**src/rtl/parity_cmd_scheduler.sv**
```systemverilog
`default_nettype none
// ============================================================================
// Module   : parity_cmd_scheduler
// Purpose  : Schedules commands from the parity AFU read and write engines
//            onto the PSL command interface. The two requesters are served
//            round-robin. PSL tags come from a fixed pool, and PSL command
//            credits are tracked. Each response is retired back to the
//            requester that owns its tag.
// Revision : 1.0 - initial release
// ----------------------------------------------------------------------------
// Ports:
//   clock, reset           - clock; asynchronous active-high reset
//   job_start, room        - re-arm pulse; initial credit count
//   rd_*/wr_* req/addr/size - requester command inputs
//   rd_ack/wr_ack          - combinational grants
//   cmd_*                  - registered PSL command (valid/code/tag/addr/size)
//   rsp_*                  - PSL response (valid/tag/code/signed credits)
//   rd_done/wr_done        - completion pulses; done_tag/done_err qualify them
//   unexpected_rsp         - sticky flag for a response to a tag not outstanding
//   credits, idle          - credit count; no tags outstanding
// Optional feature (macro PARITY_SCHED_PARITY_EN): adds cmd_tag_par and
//   cmd_addr_par outputs, which carry odd parity of cmd_tag and cmd_addr.
// ============================================================================
module parity_cmd_scheduler #(
  parameter int         TAG_COUNT = 4,
  parameter logic [7:0] TAG_BASE  = 8'h00
) (
  input  logic        clock,
  input  logic        reset,
  input  logic        job_start,
  input  logic [7:0]  room,
  input  logic        rd_req,
  input  logic [63:0] rd_addr,
  input  logic [11:0] rd_size,
  input  logic        wr_req,
  input  logic [63:0] wr_addr,
  input  logic [11:0] wr_size,
  output logic        rd_ack,
  output logic        wr_ack,
  output logic        cmd_valid,
  output logic [12:0] cmd_code,
  output logic [7:0]  cmd_tag,
  output logic [63:0] cmd_addr,
  output logic [11:0] cmd_size,
`ifdef PARITY_SCHED_PARITY_EN
  output logic        cmd_tag_par,
  output logic        cmd_addr_par,
`endif
  input  logic        rsp_valid,
  input  logic [7:0]  rsp_tag,
  input  logic [7:0]  rsp_code,
  input  logic [8:0]  rsp_credits,
  output logic        rd_done,
  output logic        wr_done,
  output logic [7:0]  done_tag,
  output logic        done_err,
  output logic        unexpected_rsp,
  output logic [7:0]  credits,
  output logic        idle
);

  localparam int          c_IDXW       = (TAG_COUNT > 1) ? $clog2(TAG_COUNT) : 1;
  localparam logic [12:0] c_CODE_READ  = 13'h0A00;
  localparam logic [12:0] c_CODE_WRITE = 13'h0D00;
  localparam logic [7:0]  c_TAG_COUNT8 = 8'(TAG_COUNT);

  logic [TAG_COUNT-1:0] r_busy;
  logic [TAG_COUNT-1:0] r_owner_wr;
  logic                 r_last_wr;
  logic [7:0]           r_credits;

  logic [TAG_COUNT-1:0] w_busy_next;
  logic [TAG_COUNT-1:0] w_owner_next;
  logic [c_IDXW-1:0]    w_free_idx;
  logic [c_IDXW-1:0]    w_rsp_idx;
  logic [7:0]           w_rsp_off;
  logic                 w_has_free;
  logic                 w_can_grant;
  logic                 w_pick_wr;
  logic                 w_grant;
  logic                 w_rsp_hit;
  logic                 w_rsp_miss;
  logic [63:0]          w_sel_addr;
  logic [11:0]          w_sel_size;
  logic [7:0]           w_sel_tag;
  logic signed [10:0]   w_cred_sum;
  logic [7:0]           w_cred_next;

  // Lowest-index free tag. The search uses only the registered bitmap, so a
  // tag retired this cycle cannot be reissued until the next cycle.
  always_comb begin
    w_free_idx = '0;
    for (int i = TAG_COUNT - 1; i >= 0; i--) begin
      if (!r_busy[i]) w_free_idx = c_IDXW'(i);
    end
  end

  assign w_has_free  = ~&r_busy;
  assign w_can_grant = !job_start && (r_credits != 8'd0) && w_has_free;
  // On a tie, the requester that was not granted last wins.
  assign w_pick_wr   = wr_req && (!rd_req || !r_last_wr);
  assign rd_ack      = w_can_grant && rd_req && !w_pick_wr;
  assign wr_ack      = w_can_grant && w_pick_wr;
  assign w_grant     = rd_ack || wr_ack;

  assign w_sel_addr  = w_pick_wr ? wr_addr : rd_addr;
  assign w_sel_size  = w_pick_wr ? wr_size : rd_size;
  assign w_sel_tag   = TAG_BASE + 8'(w_free_idx);

  // Responses arriving during job_start are dropped entirely.
  assign w_rsp_off   = rsp_tag - TAG_BASE;
  assign w_rsp_idx   = w_rsp_off[c_IDXW-1:0];
  assign w_rsp_hit   = rsp_valid && !job_start && (w_rsp_off < c_TAG_COUNT8) && r_busy[w_rsp_idx];
  assign w_rsp_miss  = rsp_valid && !job_start && !w_rsp_hit;

  // The grant and the credit return are applied as one net change. The
  // range -257..510 fits in 11 signed bits before the result is clamped.
  always_comb begin
    w_cred_sum = $signed({3'b000, r_credits})
               - $signed({10'b0, w_grant})
               + (rsp_valid ? $signed({{2{rsp_credits[8]}}, rsp_credits}) : 11'sd0);
    if (w_cred_sum < 11'sd0)        w_cred_next = 8'd0;
    else if (w_cred_sum > 11'sd255) w_cred_next = 8'd255;
    else                            w_cred_next = w_cred_sum[7:0];
  end

  always_comb begin
    w_busy_next  = r_busy;
    w_owner_next = r_owner_wr;
    if (w_grant) begin
      w_busy_next[w_free_idx]  = 1'b1;
      w_owner_next[w_free_idx] = w_pick_wr;
    end
    if (w_rsp_hit) w_busy_next[w_rsp_idx] = 1'b0;
    if (job_start) begin
      w_busy_next  = '0;
      w_owner_next = '0;
    end
  end

  always_ff @(posedge clock or posedge reset) begin
    if (reset) begin
      r_busy         <= '0;
      r_owner_wr     <= '0;
      r_last_wr      <= 1'b1;
      r_credits      <= 8'd0;
      cmd_valid      <= 1'b0;
      cmd_code       <= '0;
      cmd_tag        <= '0;
      cmd_addr       <= '0;
      cmd_size       <= '0;
`ifdef PARITY_SCHED_PARITY_EN
      cmd_tag_par    <= 1'b1;
      cmd_addr_par   <= 1'b1;
`endif
      rd_done        <= 1'b0;
      wr_done        <= 1'b0;
      done_tag       <= '0;
      done_err       <= 1'b0;
      unexpected_rsp <= 1'b0;
    end else begin
      r_busy     <= w_busy_next;
      r_owner_wr <= w_owner_next;
      r_credits  <= job_start ? room : w_cred_next;
      cmd_valid  <= w_grant;
      if (w_grant) begin
        r_last_wr <= w_pick_wr;
        cmd_code  <= w_pick_wr ? c_CODE_WRITE : c_CODE_READ;
        cmd_tag   <= w_sel_tag;
        cmd_addr  <= w_sel_addr;
        cmd_size  <= w_sel_size;
`ifdef PARITY_SCHED_PARITY_EN
        cmd_tag_par  <= ~^w_sel_tag;
        cmd_addr_par <= ~^w_sel_addr;
`endif
      end
      rd_done <= w_rsp_hit && !r_owner_wr[w_rsp_idx];
      wr_done <= w_rsp_hit && r_owner_wr[w_rsp_idx];
      if (w_rsp_hit) begin
        done_tag <= rsp_tag;
        done_err <= (rsp_code != 8'd0);
      end
      if (job_start)       unexpected_rsp <= 1'b0;
      else if (w_rsp_miss) unexpected_rsp <= 1'b1;
    end
  end

  assign credits = r_credits;
  assign idle    = ~|r_busy;

endmodule
`default_nettype wire

```
**config.mk**
```make
export PLATFORM = sky130hd
export DESIGN_NAME = parity_cmd_scheduler
export DESIGN_NICKNAME = d
export VERILOG_FILES = /design/src/rtl/parity_cmd_scheduler.sv
export SDC_FILE = /design/constraint.sdc
export NUM_CORES = 1
export LEC_CHECK = 0
export BUFFER_PORTS_ARGS = -buffer_cell sky130_fd_sc_hd__buf_2
export CORE_MARGIN = 5
export CORE_UTILIZATION = 40
export DETAILED_ROUTE_END_ITERATION = 7
export PLACE_DENSITY = 0.73
export SLEW_MARGIN = 20
export SYNTH_ARGS = -nofsm -noshare
export SYNTH_HDL_FRONTEND = slang
export SYNTH_SLANG_ARGS = --single-unit
```
**constraint.sdc**
```tcl
create_clock -name clock -period 8.2 [get_ports clock]
set_input_delay 1.64 -clock clock [delete_from_list [all_inputs] [get_ports clock]]
set_output_delay 1.64 -clock clock [all_outputs]
set_load 0.01 [all_outputs]
```
### Yosys cells after proc, flatten, opt, wreduce, memory -nomap -nowiden

Index checks and enable logic that the tools add are counted.

| storage, ports and cells | value |
|---|---|
| bits in registers | 121 |
| input bits | 191 |
| output and inout bits | 121 |

| cells by class | value |
|---|---|
| $add $sub $neg | 2 |
| $lt $le $gt $ge | 7 |
| multiplexer cells | 27 |
| bitwise gates (word level) | 3 |
| reductions and logical operators | 30 |

Operators with widths:

| cell | number |
|---|---|
| 64-bit two-way mux | 1 |
| 8-bit two-way mux | 3 |
| 11-bit two-way mux | 2 |
| 4-bit two-way mux | 5 |
| 8-bit nonzero test | 2 |
| 1-bit logical AND | 14 |
| 12-bit two-way mux | 1 |
| 9-bit by 11-bit adder with 11-bit output | 1 |
| 11-bit by 9-bit > comparator with 1-bit output (second input constant) | 1 |
| 11-bit by 1-bit less-than comparator with 1-bit output (second input constant) | 1 |
| 8-bit by 1-bit subtractor with 9-bit output | 1 |
| 1-bit zero test | 8 |
| 8-bit by 3-bit less-than comparator with 1-bit output (second input constant) | 1 |
| 2-bit two-way mux | 4 |
| 2-bit by 3-bit less-than comparator with 1-bit output (second input constant) | 2 |
| 1-bit two-way mux | 6 |
| 4-bit bitwise AND | 1 |
| 1-bit binary-select mux with 2-bit select | 2 |
| 4-bit bitwise mux | 1 |
| 1-bit demux with 2-bit select | 2 |
| 2-bit by 1-bit >= comparator with 1-bit output (second input constant) | 2 |
| 4-bit inverter | 1 |
| 4-bit OR | 1 |
| 4-bit AND reduction | 1 |
| 3 further kinds | 5 |

### Depth between registers and ports, before layout

| depth | value |
|---|---|
| word-level depth | 13 |
| mapped depth | 15 |

### Worst setup path before layout

No wires, ideal clock.

| path | value |
|---|---|
| path kind | input -> register |
| from | input job_start |
| to | register r_credits[4] (netlist: credits[4]) |
| library setup time | 0.126 ns |
| arrival time | 4.483 ns |
| data required time | 8.074 ns |
| setup slack | 3.591 ns |
| stages | 13 |
| buffers on the path | 0 |
| cell sequence | a41oi_2 -> o221ai_4 -> inv_2 -> ha_1 -> ha_1 -> nand2_1 -> nor3_1 -> xor2_1 -> ha_1 -> a2111oi_0 -> a21oi_1 -> o31a_1 -> a311o_1 |

| between the ends | value |
|---|---|
| cells in the longest elaborated chain, start to end | 12 |
| elaborated cells between the ends (all ways) | 14 |

RTL lines:

| item | line | RTL |
|---|---|---|
| start: declaration | 30 | `input logic job_start,` |
| 1-bit zero test (*) | 99 | `assign w_can_grant = !job_start && (r_credits != 8'd0) && w_has_free;` |
| 1-bit logical AND (*) (2 in a row) | 99 |  |
| 1-bit logical AND (2 in a row) | 102 | `assign rd_ack = w_can_grant && rd_req && !w_pick_wr;` |
| 1-bit logical OR (*) | 104 | `assign w_grant = rd_ack \|\| wr_ack;` |
| net w_grant | 80 | `logic w_grant;` |
| 8-bit by 1-bit subtractor with 9-bit output (*) | 120 | `- $signed({10'b0, w_grant})` |
| 9-bit by 11-bit adder with 11-bit output (*) | 121 | `+ (rsp_valid ? $signed({{2{rsp_credits[8]}}, rsp_credits}) : 11'sd0);` |
| 11-bit by 9-bit > comparator with 1-bit output | 123 | `else if (w_cred_sum > 11'sd255) w_cred_next = 8'd255;` |
| 8-bit two-way mux | 123 |  |
| 8-bit two-way mux (*) | 122 | `if (w_cred_sum < 11'sd0) w_cred_next = 8'd0;` |
| 8-bit two-way mux (*) | 164 | `r_credits <= job_start ? room : w_cred_next;` |
| end signal: assignment | 164 |  |
| end: declaration | 70 | `logic [7:0] r_credits;` |

Mark *: on every way through the listed nets, which the timed path passes. The rest lies on a longest branch.
A chain may end at the register's enable or synchronous reset.

### Worst setup path in the final report

| path | value |
|---|---|
| from | input wr_req |
| to | output wr_ack |

| between the ends | value |
|---|---|
| cells in the longest elaborated chain, start to end | 2 |

RTL lines:

| item | line | RTL |
|---|---|---|
| start: declaration | 35 | `input logic wr_req,` |
| 1-bit logical AND | 101 | `assign w_pick_wr = wr_req && (!rd_req \|\| !r_last_wr);` |
| 1-bit logical AND | 103 | `assign wr_ack = w_can_grant && w_pick_wr;` |
| end: declaration | 39 | `output logic wr_ack,` |

No other way between the ends.

==> results_dict.tcl <==
set metrics [dict create \
    core_area_um2 13770 \
    post_cts_buffers 0 \
    worstSetupPathType "input port to output pin" \
    worstPathRequired_ns 6.56 \
    cp.arrival_ns 3.66 \
    ys_types 59 \
    wirelength_mm 15.37 \
    hold_path.class "register to register" \
    synth_adder_area_share 0.02828 \
    layout_common_cells "buf_2, dfrtp_1, nand2_1" \
    peakVddDrop_uv 126.4 \
    synth.area.top_cells "dfrtp_1, mux2i_1, nand2_1" \
    clk_pin_slew_ns 0.06 \
    ctsResizeCount 0 \
    status "finished clean" \
    min_period_over_period 0.6462 \
    die_h_um 128.1 \
    yosysSeqAreaShare 0.4984 \
    fmax_mhz 188.7 \
    cts_root_buffer "clkbuf_16" \
    slew_violations 0 \
    overflow 0 \
    grt_pass1_wl_mm 23.98 \
    multi_input_area_um2 2485 \
    netlist_instances 541 \
    synth_area_um2 5575 \
    slew_headroom 0.2948 \
    clkLatencyLatePin_ns 0.35 \
    rows 43 \
    drc 0 \
    finalPower_mw 1.683 \
    setup_viol 0 \
    synthMuxAreaShare 0.1210 \
    yosys_warnings 0 \
    pre_cts_ws_ns 2.830 \
    tightestPinTransition_ns 1.058 \
    start_kind "input port" \
    wire_per_inst_um 15.30 \
    ant_nets 0 \
    port_buffers 296 \
    dp_hpwl_mm 11.77 \
    fillers 1303 \
    worstSetupEndpointType "output pin" \
    synth_flop_cell "dfrtp_1" \
    drv_cap 0 \
    synth-edff-count 0 \
    p_leak_nw 4.021 \
    antenna_found_initial 2 \
    fin_setup_tns_ns 0 \
    final_common_cell "buf_2" \
    use_met3 0.03875 \
    fin_skew_ns 0.008268 \
    grt_util_met1 0.2270 \
    finalWorstSetupSlack_ns 2.901 \
    fin_nets 1021 \
    avgSynthCellArea_um2 10.31 \
    syn2layout_area_growth_pct 33.19 \
    gr-usage-all-layers 0.1813 \
    grt_setup_unrepaired "no" \
    period_minus_slack_ns 5.299 \
    drive_above_1_share 0.3973 \
    via_per_inst 4.878 \
    top_usage_layer "met2" \
    cts_tree "built" \
    die_x_um 128.1 \
    use_met2 0.3053 \
    numCtsBuffers 9 \
    cts_htree_levels 3 \
    synth_top_cell_area_share 0.4937 \
    gp_congestion 0.8320 \
    dieArea_um2 16400 \
    start_util 0.4048 \
    grt_pass1_vias 4891 \
    grt_max_degree 89 \
    dr.pass1.iters 6 \
    ctsHoldBuffers 0 \
    synth_compound_area_frac 0.1607 \
    cts_num_sinks 111 \
    regArea_um2 2779 \
    ctsLongestPathBuffers 2 \
    drtIter0Drc 403 \
    path_max_fanout 65 \
    synth-seq-cells 111 \
    dr_total_vias 4902 \
    hold_viol 0 \
    synthXorXnorAreaFrac 0.01414 \
    io_pins 312 \
    p_per_area_nw_per_um2 226.7 \
    synth_simple_gate_area_frac 0.1095 \
    async_reset_ff_frac 1.000 \
    synth_top_family_by_area "compound AO/OA/AOI/OAI gates" \
    synth_top_cell_by_area "dfrtp_1" \
]
power breakdown:
part | switching, mW | internal [mW]
sequential | 0.0619 | 0.638
combinational | 0.294 | 0.235
clock | 0.199 | 0.255
total | 0.555 | 1.13
kinds of logic after synthesis:
logic type | Yosys count
muxes | 66
adders and majority gates | 12
xor gates and xnor gates | 9
AOI/OAI and AO/OA | 130
and+or+nand+nor | 135
buffers and inverters | 77
other | 1
DFF | 111
area by class of cell:
cell class                      instances  share of cell area
Antenna cell                            2           0.0006740
Clock buffer                           12             0.03454
Clock inverter                          4            0.007077
Inverter                               29             0.01500
Multi-Input combinational cell        367              0.3346
Sequential cell                       111              0.3742
Tap cell                              180             0.03033
Timing Repair Buffer                  300              0.2035
through the flow:
step	utilization	hold slack, ns	instances	area, um2
after global placement	0.5164	0.4433	987	7112
final	0.5392	0.4648	1005	7426
after floorplan	-	0.4740	555	5628
after global routing	0.5392	0.4957	1005	7426
after detailed placement	0.5164	0.4525	987	7112
after CTS	0.5388	0.4692	1003	7421
state kept, by name (all words and copies together) (netlist names), 2 cells and up:
register / count
done_tag: 8
r_busy: 4
credits: 8
r_owner_wr: 4
cmd_tag: 2
cmd_size: 12
cmd_addr: 64
cmd_code: 3
per-layer routing:
metal	up-vias	part of all wire
met5	-	0
met2	217	0.48
met1	2225	0.42
li1	2440	-
met4	0	0.021
met3	20	0.081
Yosys cell counts (all sizes together), types with 4 or more instances:
library cell and count:
dfrtp 110, nand2 79, o21ai 66, mux2i 64
buf 33, inv 29, nor2 18, a222oi 16
and2 15, clkbuf 15, a21oi 13, ha 11
a221o 7, a21o 6, nor4 5, xor2 5
nor3 4, xnor2 4
path summary, 6_finish.rpt:
check | startpoint | end | slack, ns | depth (start not counted)
worst max-delay path | wr_req | wr_ack | 2.90 | 5
worst max register to register | credits[4] | credits[4] | 4.09 | 13
worst min-delay path | cmd_code[11] | cmd_code[11] | 0.46 | 1
worst min register to register | cmd_code[11] | cmd_code[11] | 0.46 | 1
min in group asynchronous | reset | cmd_addr[2] | 1.35 | 2
max in group asynchronous | reset | credits[2] | 5.64 | 3
critical path, stage by stage:
cell and delay (ns):
buf_2 0.12, a21boi_4 0.16, buf_4 0.77, o211a_1 0.72, buf_2 0.25
No activity file was read; power rests on OpenSTA's default activity.
